===== src/rtl/im_loader_pkg.sv =====
// Shared instruction-memory map and loader FSM encoding.
// The IF stage and the loader both take the text segment bounds from here.
package im_loader_pkg;

  localparam logic [31:0] MEM_TEXT_START = 32'h0000_3000;
  localparam int          MEM_SIZE_WORD  = 4096;
  localparam logic [31:0] MEM_TEXT_END   = MEM_TEXT_START + 32'(4 * MEM_SIZE_WORD);

  typedef enum logic [2:0] {
    ST_IDLE,
    ST_HDR_ADDR,
    ST_HDR_CNT,
    ST_CHECK,
    ST_PAYLOAD,
    ST_WRITE,
    ST_DONE,
    ST_ERROR
  } state_t;

  // Header acceptance test. The end-address sum is widened to 35 bits so
  // no combination of a 32-bit address and a 32-bit word count can wrap.
  function automatic logic header_ok(input logic [31:0] a,
                                     input logic [31:0] n,
                                     input logic [31:0] base,
                                     input logic [34:0] limit);
    logic [34:0] end_addr;
    end_addr  = {3'b000, a} + {1'b0, n, 2'b00};
    header_ok = (a[1:0] == 2'b00) && (a >= base) && (n != 32'd0) &&
                (end_addr <= limit);
  endfunction

endpackage


===== src/rtl/im_loader_byte_word_assembler.sv =====
// Big-endian byte-to-word assembler: first byte of a group lands in [31:24].
// word_next is the word including the byte currently presented.
module byte_word_assembler (
  input  logic        clk,
  input  logic        reset,
  input  logic        clear,
  input  logic        shift,
  input  logic [7:0]  byte_in,
  output logic [31:0] word_next,
  output logic        last
);

  logic [1:0]  cnt;
  logic [23:0] sr;

  assign word_next = {sr, byte_in};
  assign last      = (cnt == 2'd3);

  always_ff @(posedge clk) begin
    if (reset || clear) begin
      cnt <= 2'd0;
      sr  <= 24'd0;
    end else if (shift) begin
      cnt <= cnt + 2'd1;
      sr  <= word_next[23:0];
    end
  end

endmodule


===== src/rtl/im_loader.sv =====
// Boot loader: parses an address/count/payload byte frame and writes the
// payload into instruction memory, holding the core in reset until done.
module im_loader
  import im_loader_pkg::*;
#(
  parameter logic [31:0] TEXT_STARTADDR = MEM_TEXT_START,
  parameter int          IM_SIZE_WORD   = MEM_SIZE_WORD
) (
  input  logic        clk,
  input  logic        reset,
  input  logic        start,
  input  logic [7:0]  rx_data,
  input  logic        rx_valid,
  output logic        rx_ready,
  output logic        we,
  output logic [31:0] waddr,
  output logic [31:0] wdata,
  output logic        busy,
  output logic        done,
  output logic        error,
  output logic        cpu_hold
);

  localparam logic [34:0] LIMIT =
    {3'b000, TEXT_STARTADDR} + 35'(IM_SIZE_WORD) * 35'd4;

  state_t      state_q, state_d;
  logic [31:0] addr_q;
  logic [31:0] cnt_q;
  logic [31:0] words_q;
  logic [31:0] waddr_q;
  logic [31:0] wdata_q;

  logic        idle_like;
  logic        start_go;
  logic        xfer;
  logic        asm_last;
  logic [31:0] asm_word;
  logic        last_word;

  assign idle_like = (state_q == ST_IDLE) || (state_q == ST_DONE) ||
                     (state_q == ST_ERROR);
  assign start_go  = start && idle_like;
  assign rx_ready  = (state_q == ST_HDR_ADDR) || (state_q == ST_HDR_CNT) ||
                     (state_q == ST_PAYLOAD);
  assign xfer      = rx_valid && rx_ready;
  assign last_word = ((words_q + 32'd1) == cnt_q);

  byte_word_assembler u_asm (
    .clk       (clk),
    .reset     (reset),
    .clear     (start_go),
    .shift     (xfer),
    .byte_in   (rx_data),
    .word_next (asm_word),
    .last      (asm_last)
  );

  always_ff @(posedge clk) begin
    if (reset) state_q <= ST_IDLE;
    else       state_q <= state_d;
  end

  always_comb begin
    state_d = state_q;
    case (state_q)
      ST_IDLE, ST_DONE, ST_ERROR: if (start) state_d = ST_HDR_ADDR;
      ST_HDR_ADDR: if (xfer && asm_last) state_d = ST_HDR_CNT;
      ST_HDR_CNT:  if (xfer && asm_last) state_d = ST_CHECK;
      ST_CHECK:
        state_d = header_ok(addr_q, cnt_q, TEXT_STARTADDR, LIMIT) ?
                  ST_PAYLOAD : ST_ERROR;
      ST_PAYLOAD:  if (xfer && asm_last) state_d = ST_WRITE;
      ST_WRITE:    state_d = last_word ? ST_DONE : ST_PAYLOAD;
      default:     state_d = ST_IDLE;
    endcase
  end

  // Header fields, write address/data and progress counter.
  always_ff @(posedge clk) begin
    if (reset) begin
      addr_q  <= 32'd0;
      cnt_q   <= 32'd0;
      words_q <= 32'd0;
      waddr_q <= 32'd0;
      wdata_q <= 32'd0;
    end else begin
      if (start_go) words_q <= 32'd0;
      case (state_q)
        ST_HDR_ADDR: if (xfer && asm_last) addr_q <= asm_word;
        ST_HDR_CNT:  if (xfer && asm_last) cnt_q  <= asm_word;
        ST_CHECK:    waddr_q <= addr_q;
        ST_PAYLOAD:  if (xfer && asm_last) wdata_q <= asm_word;
        ST_WRITE: begin
          waddr_q <= waddr_q + 32'd4;
          words_q <= words_q + 32'd1;
        end
        default: ;
      endcase
    end
  end

  assign we       = (state_q == ST_WRITE);
  assign waddr    = waddr_q;
  assign wdata    = wdata_q;
  assign busy     = !idle_like;
  assign done     = (state_q == ST_DONE);
  assign error    = (state_q == ST_ERROR);
  assign cpu_hold = (state_q != ST_DONE);

endmodule

===== config.mk =====
export PLATFORM = sky130hd
export DESIGN_NAME = im_loader
export DESIGN_NICKNAME = d
export VERILOG_FILES = /design/src/rtl/im_loader_pkg.sv /design/src/rtl/im_loader_byte_word_assembler.sv /design/src/rtl/im_loader.sv
export SDC_FILE = /design/constraint.sdc
export NUM_CORES = 1
export LEC_CHECK = 0
export CAP_MARGIN = 15
export CORE_MARGIN = 4
export CORE_UTILIZATION = 28
export CTS_CLUSTER_DIAMETER = 80
export DETAILED_ROUTE_END_ITERATION = 8
export GPL_ROUTABILITY_DRIVEN = 0
export HOLD_SLACK_MARGIN = 0.05
export SLEW_MARGIN = 30
export SYNTH_ARGS = -nofsm -noshare
export SYNTH_HDL_FRONTEND = slang
export SYNTH_HIERARCHICAL = 1
export SYNTH_SLANG_ARGS = --single-unit

===== constraint.sdc =====
create_clock -name clk -period 2.9 [get_ports clk]
set_input_delay 0.87 -clock clk [delete_from_list [all_inputs] [get_ports clk]]
set_output_delay 0.87 -clock clk [all_outputs]
set_load 0.1 [all_outputs]

# Word level (Yosys, flattened, before mapping)
# Index checks and enable logic that the tools add are counted.
# Widths: inputs -> output; s select.
[op_classes] addsub=4 reduce_logical=22 n_lt_le_gt_ge=2 n_eq_ne=14 n_mux=10
[op_table] cell="$mux 32" n=2
[op_table] cell="$pmux 32 s2" n=1
[op_table] cell="$add 32x34->35" n=1
[op_table] cell="$le 35x15->1 const B" n=1
[op_table] cell="$add 32x1->32 const B" n=1
[op_table] cell="$add 32x3->32 const B" n=1
[op_table] cell="$eq 32x32->1" n=1
[op_table] cell="$ge 32x14->1 const B" n=1
[op_table] cell="$reduce_bool 32->1" n=1
[op_table] cell="$pmux 3 s6" n=1
[op_table] cell="$eq 3x3->1 const B" n=4
[op_table] cell="$mux 3" n=4
[op_table] cell="$eq 3x2->1 const B" n=2
[op_table] cell="$logic_and 1x1->1" n=6
[op_table] cell="$ne 2x1->1 const B" n=3
[op_table] cell="$reduce_and 2->1" n=3
[op_table] cell="$logic_or 1x1->1" n=5
[op_table] cell="$mux 2" n=2
[op_table] cell="$reduce_and 4->1" n=1
[op_table] cell="$reduce_bool 2->1" n=2
[op_table] cell="$eq 3x1->1 const B" n=1
[op_table] cell="$logic_not 3->1" n=1
[op_table] cell="$ne 3x3->1 const B" n=1
[op_table] cell="$reduce_or 3->1" n=1
[op_table] cell="5 further kinds" n=5
[totals] register_bits=189 input_bits=12 output_inout_bits=70 word_cells=60

# Longest topological paths before layout
# Gate-level depths: netlist of the first run.
[depth] word_depth=7 depth_mapped=13 ltp_nobuf=11

# Cells and area by module
# Netlist of the first run, hierarchy kept.
[by_module_without_submodules] mod="im_loader" cells_per_inst=1328 area_each_um2=9728.1 seq_area_each_um2=3263.1 n_inst=1
[by_module_without_submodules] mod="byte_word_assembler" cells_per_inst=94 area_each_um2=1031.0 seq_area_each_um2=520.5 n_inst=1

# Worst setup path before layout of the first run
# No wires, ideal clock.
[synth_path] path_type="register to register" from="register state_q[2]" to="register u_asm.sr[0]" stages_incl_launch_ff=9 synth_period_minus_slack_ps=3967 slack_ps=-1067 path_buffers=3 setup_ps=114 t_arrival_ps=3852 required_ps=2786 path_cell_list="dfxtp_1 buf_1 nand2b_1 o21ai_0 and2_1 buf_6 buf_6 mux2i_1 nor2_1"
[synth_via] word_cells_on_any_way=13 classes_between="eq/ne (5); reduce/logical (8)"
[synth_rtl] element="from (decl)" line="im_loader.sv:27" text="state_t state_q, state_d;"
[synth_rtl] element="from (signal assigned)" line="im_loader.sv:61" text="else state_q <= state_d;"
[synth_rtl] element="$eq 3x1->1 or $eq 3x2->1 (tied branches)" line="im_loader.sv:44" text="assign rx_ready = (state_q == ST_HDR_ADDR) || (state_q == ST_HDR_CNT) ||"
[synth_rtl] element="$logic_or 1x1->1" line="im_loader.sv:44"
[synth_rtl] element="$logic_or 1x1->1 (*)" line="im_loader.sv:44"
[synth_rtl] element="net rx_ready" line="im_loader.sv:14" text="output logic rx_ready,"
[synth_rtl] element="$logic_and 1x1->1 (*)" line="im_loader.sv:46" text="assign xfer = rx_valid && rx_ready;"
[synth_rtl] element="net xfer" line="im_loader.sv:36" text="logic xfer;"
[synth_rtl] element="to (signal assigned)" line="im_loader_byte_word_assembler.sv:25" text="sr <= word_next[23:0];"
[synth_rtl] element="to (decl)" line="im_loader_byte_word_assembler.sv:14" text="logic [23:0] sr;"
# Mark *: on every way through the listed nets, which the timed path passes. The rest lies on a longest branch.
# A chain may end at the register's enable or synchronous reset.

# Final worst setup path of the first run
[layout_path] from="register cnt_q[0]" to="register state_q[1]"
[layout_via] elab_chain_len=5 word_cells_on_any_way=9 classes_between="add/sub (1); order compare (1); eq/ne (1); mux (3); reduce/logical (3)"
[layout_lines] element="from (decl)" line="im_loader.sv:29" text="logic [31:0] cnt_q;"
[layout_lines] element="from (signal assigned)" line="im_loader.sv:91" text="ST_HDR_CNT: if (xfer && asm_last) cnt_q <= asm_word;"
[layout_lines] element="$add 32x34->35 or $reduce_bool 32->1 (tied branches)" line="im_loader_pkg.sv:27, im_loader_pkg.sv:28"
[layout_lines] element="$le 35x15->1 or $logic_and 1x1->1 (tied branches)" line="im_loader_pkg.sv:29, im_loader_pkg.sv:28"
[layout_lines] element="$logic_and 1x1->1" line="im_loader_pkg.sv:28" text="header_ok = (a[1:0] == 2'b00) && (a >= base) && (n != 32'd0) &&"
[layout_lines] element="$mux 2" line="im_loader.sv:71" text="state_d = header_ok(addr_q, cnt_q, TEXT_STARTADDR, LIMIT) ?"
[layout_lines] element="$pmux 3 s6 (*)" line="im_loader.sv:66" text="case (state_q)"
# Every way passes the cells marked *; elsewhere a longest branch is shown, timed or not.

==> impl_results.md, run 1 <==
* Reg2reg end: state_q[1]
* WL final at 38.52 mm
* Maximum clock path buffer count at 2
* Critical path origin: cnt_q[0]
* First-pass GRT wire length at 59.21 mm
* DRT iter0 DRCs at 1062
* Crit-path slowest cell: fa_2
* Post-synth EDFFs at 0
* Violated checks: setup timing
* Commonest non-fill, non-tap cells in the layout: nand2_1, buf_4, a21oi_1, dfxtp_1, nor2_1
* Post-synth top area cell: dfxtp_1
* R2r setup slk at -50 ps
* Synth Flop Type: dfxtp_1
* Antenna violations before repair at 0
* VDD IR-drop max at 421.7 µV
* Routed Antenna Nets at 0
* Power density cells at 388.4 nW/µm²
* Switching Fraction at 25.18%
* R2r startpoint: cnt_q[0]
* Layout cell share with drive strength beyond 1 at 19.50%
* Clk Latency, worst-skew pair at 450 ps
* Nature of the critical path endpoint: flip-flop
* Routed WL per cell at 18.47 µm
* TritonCTS clock tree: done
* Setup WS pre-CTS at -276.9 ps
* Die Wd at 204.0 µm
* Layout net count at 1607
* Rows at 71
* CTS Sinks at 189
* Crit-path max FO at 4
* Overflow after GRT at 0
* Critical Path Start Type: flip-flop
* Post-Route Utilization at 35.71%
* Clock power share at 46.7%
* Post-cts hold buffer count at 0
* Minimum clock period at 2952 ps
* Dpl cells at 2049
* HPWL Detailed at 28.44 mm
* Outcome: complete, but fails checks
* Final Max Tran Viols at 0
* Final Hold Vio Count at 0
* Async S/R FF share, synth at 0%
* Initial cell density of the core at 28.50%
* Via count at 11.23k
* Antenna diodes at 0
* Clock slew at reported path FFs at 80 ps
* Worst-Margin Slew at 865.5 ps
* Depth of the most critical reg-to-reg path at 13
* CTS H-tree depth at 4
* DR DRC count at 0
* Synth area leaders: dfxtp_1, nand2_1, a21oi_1, nor2_1, ha_1
* Rel. slew slack at 42.30%
* Setup WS post-layout at -51.89 ps
* Post-Route Skew at 12.21 ps
* Maximum clock rate at 338.8 MHz
* Setup CP Type: flip-flop to flip-flop
* Seq pwr share at 49.8%
* Period utilisation layout at 101.8%
* Core Box Area at 37760 µm²
* Warnings from Yosys at 6
* Commonest non-fill, non-tap cell in the layout: nand2_1
* IO Count at 82
* P_leak at 4.996 nW
* RSZ-0062 raised after global routing: yes
* Synth Area per Inst at 7.566 µm²
* Final setup fails at 2
* Hold crit path type: flip-flop to flip-flop
* Register area share after synthesis at 35.17%
* Net Sw Power at 1.319 mW
* CTS root buf: clkbuf_16
* I/O Buffers at 81
* WP data arrival at 3300 ps
* End point of the critical path: state_q[1]
* #FFs+latches synth at 189
* Worst Hold Path Cells at 2
* Synthesized area at 10760 µm²
* Area Overhead vs Synth at 25.29%
* Mapped Nets at 1468
* Critical Path Max Stage Delay at 420 ps
* Die Area at 41630 µm²
* Die H at 204.0 µm
* Cell internal pwr at 3.917 mW
* Worst path cell trace: ha_4, fa_2, a211oi_2, o211ai_1, nand3_1, buf_4, a311oi_2, nor3_2, xor2_1, nand3_1, nor4_2, buf_4, a21oi_1
* Total Routing Usage GR at 17.92%
* Total CTS buffers at 17
* Max-Cap Viols at 0
* Vias in the first global route at 10.20k
* Part of the power in combinational logic at 3.5%
* Largest net degree at the start of global routing at 67
* Syn Inst Count at 1422
* Library cells used by synthesis at 77
* Routed vias/inst at 5.387
* Final std cells w/o fill at 2085
* Synth top area share at 35.17%
* DR pass1 iterations at 6
* CP required at 3240 ps
[power by group through the flow]
stage / registers (mW) / clock network [mW] / logic, mW
final: 2.61 / 2.45 / 0.181
after detailed placement: 2.67 / 0 / 0.178
after global routing: 2.61 / 2.58 / 0.190
after global placement: 2.67 / 0 / 0.177
after CTS: 2.61 / 2.49 / 0.179
after floorplan: 2.66 / 0 / 0.122
[critical path, delay by kind of cell (launching register included)]
family	cells	cell delay (ps)
compound gates	4	600
xor+xnor	1	170
fa+ha+maj	2	580
buf+inv	2	310
flops	1	340
simple gates	4	830
[how the worst min path moves through the flow]
stage	start	end	slack, ps
floorplan	addr_q[5]	waddr[5]	450
global placement	wdata[6]	wdata[6]	440
detailed placement	wdata[2]	wdata[2]	450
CTS	wdata[2]	wdata[2]	460
global route	wdata[0]	wdata[0]	480
finish	wdata[2]	wdata[2]	460
[what timing repair did]
| item | in CTS | in global routing |
|---|---|---|
| pin swaps | 15 | 19 |
| endpoints found under the hold margin | 0 | 0 |
| endpoints found under the setup margin | 2 | 3 |
| resized for setup | 19 | 16 |
| setup buffers | 2 | 3 |
[cells in the mapped netlist (10+ instances only)]
master    instances
and3_1           20
clkbuf_1         77
nand2_1         283
xor2_1           19
and2_1           11
o21ai_0          66
nor2_1          111
a21oi_1         198
and4_1           11
dfxtp_1         189
or3_1            10
nand3_1          36
xnor2_1          43
mux2i_1          30
nor4_1           26
nand4_1          32
nor3_1           31
inv_1            12
ha_1             33
a31oi_1          16
[per-stage QoR]
stage	instance area, µm²	hold slack, ps	TNS, ps	power, mW
4_1_cts	13380	462.8	-26.94	5.276
3_5_place_dp	12690	451.1	-536.6	2.848
6_report	13480	460.4	-98.60	5.236
5_1_grt	13480	478.9	-397.5	5.382
2_1_floorplan	10780	449.5	0	2.785
3_3_place_gp	12690	444.0	-505.9	2.848
[layer usage]
layer	track usage, %	routed length (µm)	vias up
li1	-	-	5350
met2	27.00	16470	473
met1	26.40	17900	5365
met4	3.853	561	0
met5	0	0	-
met3	3.808	3587	44
[cell type report]
cell class | count | area [µm²]
Clock inverter | 13 | 150.1
Fill cell | 3968 | 24270
Sequential cell | 189 | 3799
Tap cell | 511 | 639.4
Clock buffer | 19 | 452.9
Inverter | 12 | 52.55
Multi-Input combinational cell | 1117 | 6589
Timing Repair Buffer | 224 | 1798
[registers in the layout, indices dropped and copies added, names as in the netlist]
name	count
addr_q	32
cnt_q	32
waddr	32
wdata	32
words_q	32
u_asm/sr	24
state_q	3
u_asm/cnt	2
[cells by family (layout without fill, tap and decap cells)]
logic type / after synthesis / count (layout) / share of synthesized area (%)
AND/OR/NAND/NOR: 610 / 610 / 26.65
AO/OA/AOI/OAI: 378 / 378 / 21.00
flip-flops: 189 / 189 / 35.17
buffers and inverters: 116 / 268 / 5.012
XOR/XNOR: 62 / 62 / 5.047
adder cells (fa/ha/maj): 35 / 35 / 4.117
multiplexers: 32 / 32 / 3.000
Power figures use the tool's default switching activity.
==> inputs of run 2 (changes only) <==
--- a/config.mk
+++ b/config.mk
@@ -12,6 +12,7 @@
 export DETAILED_ROUTE_END_ITERATION = 8
 export GPL_ROUTABILITY_DRIVEN = 0
 export HOLD_SLACK_MARGIN = 0.05
+export SKIP_CTS_REPAIR_TIMING = 1
 export SLEW_MARGIN = 30
 export SYNTH_ARGS = -nofsm -noshare
 export SYNTH_HDL_FRONTEND = slang
==> run 2 against run 1 <==
The flow still finishes with violations (setup timing). Non-clock buffer count grew 1. Clock power is essentially flat. Critical path depth is the same. Global-route usage shrank 0.053 points. Setup slack lost 19 ps. Sequential power is essentially flat. Clock skew shrank 1.9 ps.
==> impl_results.md, run 2 (synthesis results as in run 1) <==
* Antenna violations before repair at 0 (unchanged)
* Instance count on the critical path at 13 (unchanged)
* Area of the multi-input gates at 6598 µm² (+0.13%)
* Clk Latency, worst-skew pair at 450 ps (about the same)
* Setup CP Type: flip-flop to flip-flop
* DR pass1 iterations at 5 (-1)
* Clock slew at reported path FFs at 80 ps (about the same)
* Nature of the critical path endpoint: flip-flop
* Worst-Margin Slew at 890.0 ps (+24.49 ps)
* Final Hold Vio Count at 0 (unchanged)
* Hold path start: wdata[2]
* Final Max Tran Viols at 0 (unchanged)
* Routed vias/inst at 5.406 (+0.35%)
* Dpl cells at 2049 (unchanged)
* First-pass GRT wire length at 59.03 mm (-0.30%)
* Power density cells at 387.6 nW/µm² (-0.21%)
* TritonCTS clock tree: done
* Depth of the most critical reg-to-reg path at 13 (unchanged)
* Area Overhead vs Synth at 25.44%
* VDD IR-drop max at 421.0 µV (-0.18%)
* Critical Path Start Type: flip-flop
* Maximum clock path buffer count at 2 (unchanged)
* Rel. slew slack at 40.67% (-1.6 points)
* Hold crit path type: flip-flop to flip-flop
* Worst path cell trace: ha_4, fa_2, a211oi_2, o211ai_1, nand3_1, buf_4, a311oi_2, nor3_2, xor2_1, nand3_1, nor4_2, buf_4, a21oi_1
* Minimum clock period at 2971 ps (+18.73 ps)
* Critical Path Max Stage Delay at 430 ps (about the same)
* Total CTS buffers at 17 (unchanged)
* DRT iter0 DRCs at 1094 (+3.0%)
* Overflow after GRT at 0 (unchanged)
* Violated checks: setup timing
* Largest net degree at the start of global routing at 67 (unchanged)
* Fill cell count at 3971 (+0.076%)
* Via count at 11.28k (+0.40%)
* Setup WS post-layout at -70.62 ps (-18.73 ps)
* Placed cell area at 12690 µm² (unchanged)
* Layout net count at 1608 (+0.062%)
* Net Sw Power at 1.314 mW (-0.36%)
* Finished Cell Area at 13500 µm² (+0.12%)
* R2r startpoint: addr_q[2]
* Worst Hold Path Cells at 2 (unchanged)
* Initial cell density of the core at 28.50% (unchanged)
* Final Total Pwr at 5.231 mW (about the same)
* Routed Antenna Nets at 0 (unchanged)
* CTS H-tree depth at 4 (unchanged)
* Worst path top cell family by delay: simple AND/OR/NAND/NOR gates
* Period utilisation layout at 102.4% (+0.65 points)
* Vias in the first global route at 10.20k (-0.020%)
* Clock power share at 46.7% (about the same)
* Total Routing Usage GR at 17.87% (-0.053 points)
* DR DRC count at 0 (unchanged)
* Antenna diodes at 0 (unchanged)
* Maximum clock rate at 336.6 MHz (-0.63%)
* Cell internal pwr at 3.917 mW (about the same)
* HPWL Detailed at 28.44 mm (unchanged)
* Buffers & Inverters on Critical Path at 2 (unchanged)
* WP data arrival at 3310 ps (about the same)
* Crit-path slowest cell: fa_2
* Layout cell share with drive strength beyond 1 at 19.24% (-0.27 points)
* CP required at 3240 ps (about the same)
* Commonest non-fill, non-tap cells in the layout: nand2_1, buf_4, a21oi_1, dfxtp_1, nor2_1
* IO Count at 82 (unchanged)
* Commonest non-fill, non-tap cell in the layout: nand2_1
* Post-Route Utilization at 35.75% (+0.043 points)
* Part of the power in combinational logic at 3.5% (about the same)
* Sequential cell area at 3799 µm² (unchanged)
* CTS Sinks at 189 (unchanged)
* Post-Route Skew at 10.31 ps (-1.904 ps)
* CTS root buf: clkbuf_16
* Reg2reg end: state_q[1]
* Die H at 204.0 µm (unchanged)
* I/O Buffers at 81 (unchanged)
* R2r setup slk at -70 ps (-20 ps)
* Max-Cap Viols at 0 (unchanged)
* Core Box Area at 37760 µm² (unchanged)
* Seq pwr share at 49.9% (about the same)
* Outcome: complete, but fails checks
* RSZ-0062 raised after global routing: yes
* Setup WS pre-CTS at -276.9 ps (unchanged)
* Final setup fails at 2 (unchanged)
* Final std cells w/o fill at 2086 (+0.048%)
* Worst Hold Path EP: wdata[2]
* Switching Fraction at 25.12% (-0.067 points)
* Crit-path max FO at 4 (unchanged)
* Rows at 71 (unchanged)
* Routed WL per cell at 18.51 µm (+0.18%)
* Die Wd at 204.0 µm (unchanged)
* P_leak at 5.013 nW (+0.33%)
* Die Area at 41630 µm² (unchanged)
* WL final at 38.60 mm (+0.23%)
-- run 2: area by class of cell --
type	instances	share of cell area (%)
clock buffers	19	3.356
inverters	12	0.3894
repair buffers	225	13.38
well taps	511	4.737
multi-input cells	1117	48.88
flip-flops and latches	189	28.14
clock inverters	13	1.112
-- run 2: through the flow --
step           TNS (ps)  hold WS (ps)
6_report         -135.4         461.2
4_1_cts          -638.3         462.8
3_5_place_dp     -536.6         451.1
3_3_place_gp     -505.9         444.0
5_1_grt          -505.9         478.9
2_1_floorplan         0         449.5
-- run 2: tightest hold or removal path, delay by kind of cell, from the launching register on --
kind            cells  cell delay (ps)
flops               1              310
simple gates        1               50
compound gates      1               50
-- run 2: worst max path at each step --
stage,to,from,slack [ps]
after floorplan,waddr[25],waddr[11],3
after global placement,state_q[0],addr_q[2],-260
after detailed placement,state_q[0],addr_q[2],-280
after CTS,state_q[0],addr_q[2],-330
after global routing,state_q[1],addr_q[2],-250
final,state_q[1],addr_q[2],-70
-- run 2: power groups by stage --
stage / Sequential, mW / Clock [mW] / Combinational (mW)
after CTS: 2.61 / 2.49 / 0.178
final: 2.61 / 2.44 / 0.182
after floorplan: 2.66 / 0 / 0.122
after global routing: 2.61 / 2.58 / 0.190
after detailed placement: 2.67 / 0 / 0.178
after global placement: 2.67 / 0 / 0.177
-- run 2: per-layer routing --
| layer | part of all wire (%) | vias up | track usage (%) | routed length (µm) |
|---|---|---|---|---|
| met5 | 0 | - | 0 | 0 |
| met4 | 1.5 | 0 | 3.924 | 591 |
| met3 | 8.5 | 46 | 3.951 | 3274 |
| met2 | 43 | 421 | 26.88 | 16470 |
| met1 | 47 | 5455 | 26.22 | 18260 |
| li1 | - | 5355 | - | - |
==> inputs of run 3 (changes only) <==
--- a/config.mk
+++ b/config.mk
@@ -12,9 +12,8 @@
 export DETAILED_ROUTE_END_ITERATION = 8
 export GPL_ROUTABILITY_DRIVEN = 0
 export HOLD_SLACK_MARGIN = 0.05
-export SKIP_CTS_REPAIR_TIMING = 1
+export PLACE_DENSITY = 0.49
 export SLEW_MARGIN = 30
 export SYNTH_ARGS = -nofsm -noshare
 export SYNTH_HDL_FRONTEND = slang
-export SYNTH_HIERARCHICAL = 1
 export SYNTH_SLANG_ARGS = --single-unit
==> run 3 against run 2 <==
Largest cell class unchanged. Clock power decreased by 2%. Final cell count increased by 6.4%. The flow still finishes with violations (setup timing). Setup slack got worse by 93 ps. Sequential power about the same. Hold slack got worse by 1.0 ps.
==> impl_results.md, run 3 <==
* Outcome: complete, but fails checks
* Violated checks: setup timing
* WP data arrival at 3390 ps (+80 ps)
* Antenna violations before repair at 0 (unchanged)
* Period utilisation layout at 105.6% (+3.2 points)
* Rel. slew slack at 57.14% (+16 points)
* Post-synth EDFFs at 0 (unchanged)
* TritonCTS clock tree: done
* Largest net degree at the start of global routing at 102 (+52%)
* Async S/R FF share, synth at 0% (unchanged)
* Via count at 11.60k (+2.9%)
* Hold crit path type: flip-flop to flip-flop
* Post-cts hold buffer count at 0
* Routed WL per cell at 18.41 µm (-0.50%)
* R2r startpoint: addr_q[2]
* Mux share of post-synthesis cell area at 0.4522% (-2.5 points)
* Rows at 72 (+1.4%)
* Critical path origin: addr_q[2]
* VDD IR-drop max at 274.0 µV (-35%)
* Met1 global-route usage at 26.28% (+0.058 points)
* Worst path cell trace: ha_4, fa_2, a211oi_4, buf_4, o21a_4, o31ai_4, xor2_1, or3_4, nor4_4, o2111ai_2, nor4_4, o31ai_1
* Worst-Margin Slew at 626.8 ps (-263.2 ps)
* Synth top area share at 34.19% (-0.98 points)
* Top cells by count, synth: nand2_1, a21oi_1, dfxtp_1
* Total CTS buffers at 17 (unchanged)
* DR pass1 iterations at 5 (unchanged)
* Total Routing Usage GR at 18.92% (+1.0 points)
* DR DRC count at 0 (unchanged)
* DRT iter0 DRCs at 894 (-18%)
* Layer carrying the most global-route usage: met2
* Initial cell density of the core at 28.50% (about the same)
* Clk Latency, worst-skew pair at 450 ps (about the same)
* Layout net count at 1734 (+7.8%)
* Core Box Area at 38830 µm² (+2.8%)
* #FFs+latches synth at 189 (unchanged)
* CP required at 3230 ps (about the same)
* Die Area at 42770 µm² (+2.7%)
* Max-Cap Viols at 0 (unchanged)
* P_leak at 5.521 nW (+10%)
* Depth of the most critical reg-to-reg path at 12 (-1)
* Register area share after synthesis at 34.19% (-0.98 points)
* Final std cells w/o fill at 2219 (+6.4%)
* Cell mode on critical path: nor4_4
* Die Wd at 206.8 µm (+1.4%)
* Area Overhead vs Synth at 27.80%
* Overflow after GRT at 0 (unchanged)
* RSZ-0062 raised after global routing: yes
* Synth Area per Inst at 7.319 µm² (-3.3%)
* Minimum clock period at 3063 ps (+92.86 ps)
* HPWL Detailed at 30.23 mm (+6.3%)
* Nature of the critical path endpoint: flip-flop
* Power density cells at 375.6 nW/µm² (-3.1%)
* Reg2reg end: state_q[1]
* Commonest non-fill, non-tap cells in the layout: nand2_1, buf_4, a21oi_1, dfxtp_1, nor2_1
* Antenna diodes at 0 (unchanged)
* Syn Inst Count at 1512 (+6.3%)
* Die H at 206.8 µm (+1.4%)
* Synthesized-area fraction occupied by and/or/nand/nor cells at 28.26% (+1.6 points)
* Synth area leaders: dfxtp_1, nand2_1, a21oi_1, ha_1, xnor2_1
* Routed Antenna Nets at 0 (unchanged)
* Commonest non-fill, non-tap cell in the layout: nand2_1
* Post-Route Skew at 14.46 ps (+4.153 ps)
* Instance count on the critical path at 12 (-1)
* Post-synth top area cell: dfxtp_1
* Final Hold Vio Count at 0 (unchanged)
* I/O Buffers at 81 (unchanged)
* Mapped Nets at 1558 (+6.1%)
* Maximum clock path buffer count at 2 (unchanged)
* Routed vias/inst at 5.228 (-3.3%)
* Critical Path Start Type: flip-flop
* Final Total Pwr at 5.313 mW (+1.6%)
* CTS Sinks at 189 (unchanged)
* CTS root buf: clkbuf_16
* Clock slew at reported path FFs at 80 ps (about the same)
* Vias in the first global route at 11.11k (+8.9%)
* Synth Flop Type: dfxtp_1
* WL final at 40.86 mm (+5.8%)
* Met3 usage at 2.593% (-1.4 points)
* Crit-path max FO at 2 (-2)
* Critical Path Max Stage Delay at 410 ps (-20 ps)
* Layout cell share with drive strength beyond 1 at 20.05% (+0.81 points)
* Maximum clock rate at 326.4 MHz (-3.0%)
* WHS at 460.2 ps (-0.9980 ps)
* Largest family of logic cells by synthesized area: simple AND/OR/NAND/NOR gates
* Grt met2 use at 30.05% (+3.2 points)
* First-pass GRT wire length at 63.45 mm (+7.5%)
* Final setup fails at 2 (unchanged)
* Setup CP Type: flip-flop to flip-flop
* End point of the critical path: state_q[1]
* Most common cell in the netlist: nand2_1
* Synthesized area at 11070 µm² (+2.9%)
* Synth Area in Adders at 3.912% (-0.20 points)
* IO Count at 82 (unchanged)
* Library cells used by synthesis at 87 (+13%)
* Dpl cells at 2184 (+6.6%)
* Compound-Gate Fraction of Synth Area at 23.60% (+2.6 points)
* Worst path top cell family by delay: simple AND/OR/NAND/NOR gates
* Final Max Tran Viols at 0 (unchanged)
* Crit-path slowest cell: or3_4
* Setup WS post-layout at -163.5 ps (-92.86 ps)
* Warnings from Yosys at 0 (-6)
* CTS H-tree depth at 4 (unchanged)
* XOR/XNOR share of the synthesized area at 4.907% (-0.14 points)
* R2r setup slk at -160 ps (-90 ps)
* Buffers & Inverters on Critical Path at 1 (-1)
## run 3: cell families after synthesis
group	count (synthesis)
compound gates	436
simple gates	661
xor+xnor	62
fa+ha+maj	34
buf+inv	125
flops	189
mux	5
## run 3: worst register-to-register path: stages (launching register included)
cell       delay [ps]
dfxtp_2           340
ha_4              160
fa_2              370
a211oi_4          240
buf_4             160
o21a_4            140
o31ai_4            80
xor2_1            160
or3_4             410
nor4_4            260
o2111ai_2         170
nor4_4            340
o31ai_1           130
## run 3: per-stage QoR
stage               setup TNS, ps  area [µm²]  util (%)  worst slack (ps)
floorplan                       0       11080         -             2.034
global placement           -664.4       13380     34.47            -343.0
detailed placement         -618.1       13380     34.47            -311.8
CTS                        -424.4       14030     36.13            -226.0
global route               -543.3       14140     36.43            -282.0
finish                     -308.6       14140     36.43            -163.5
## run 3: how the worst min path moves through the flow
stage	start	end	slack, ps	depth (start not counted)
2_1_floorplan	u_asm.cnt[1]	u_asm.cnt[1]	440	2
5_1_grt	wdata[27]	wdata[27]	480	2
3_5_place_dp	wdata[4]	wdata[4]	450	2
6_report	wdata[3]	wdata[3]	460	2
4_1_cts	wdata[3]	wdata[3]	460	2
3_3_place_gp	wdata[7]	wdata[7]	440	2
## run 3: timing repair
action	in CTS	in global routing
setup buffers	3	0
endpoints found under the setup margin	2	2
hold endpoints to repair	0	0
resized for setup	9	19
pin swaps	3	4
## run 3: power by group
group	internal [mW]	total [mW]	switching, mW
combinational	0.0882	0.302	0.214
sequential	2.60	2.62	0.0209
clock	1.16	2.39	1.23
total	3.85	5.31	1.46
## run 3: layer usage
metal,share of wire (%),vias up
li1,-,5735
met1,47,5486
met2,45,320
met3,4.4,61
met4,3.3,0
met5,0,-
## run 3: area by class of cell
cell class | count | area (µm²)
Fill cell | 4092 | 24680
Multi-Input combinational cell | 1198 | 6942
Sequential cell | 189 | 3792
Timing Repair Buffer | 260 | 2090
Tap cell | 518 | 648.1
Clock buffer | 17 | 425.4
Clock inverter | 15 | 163.9
Inverter | 22 | 82.58
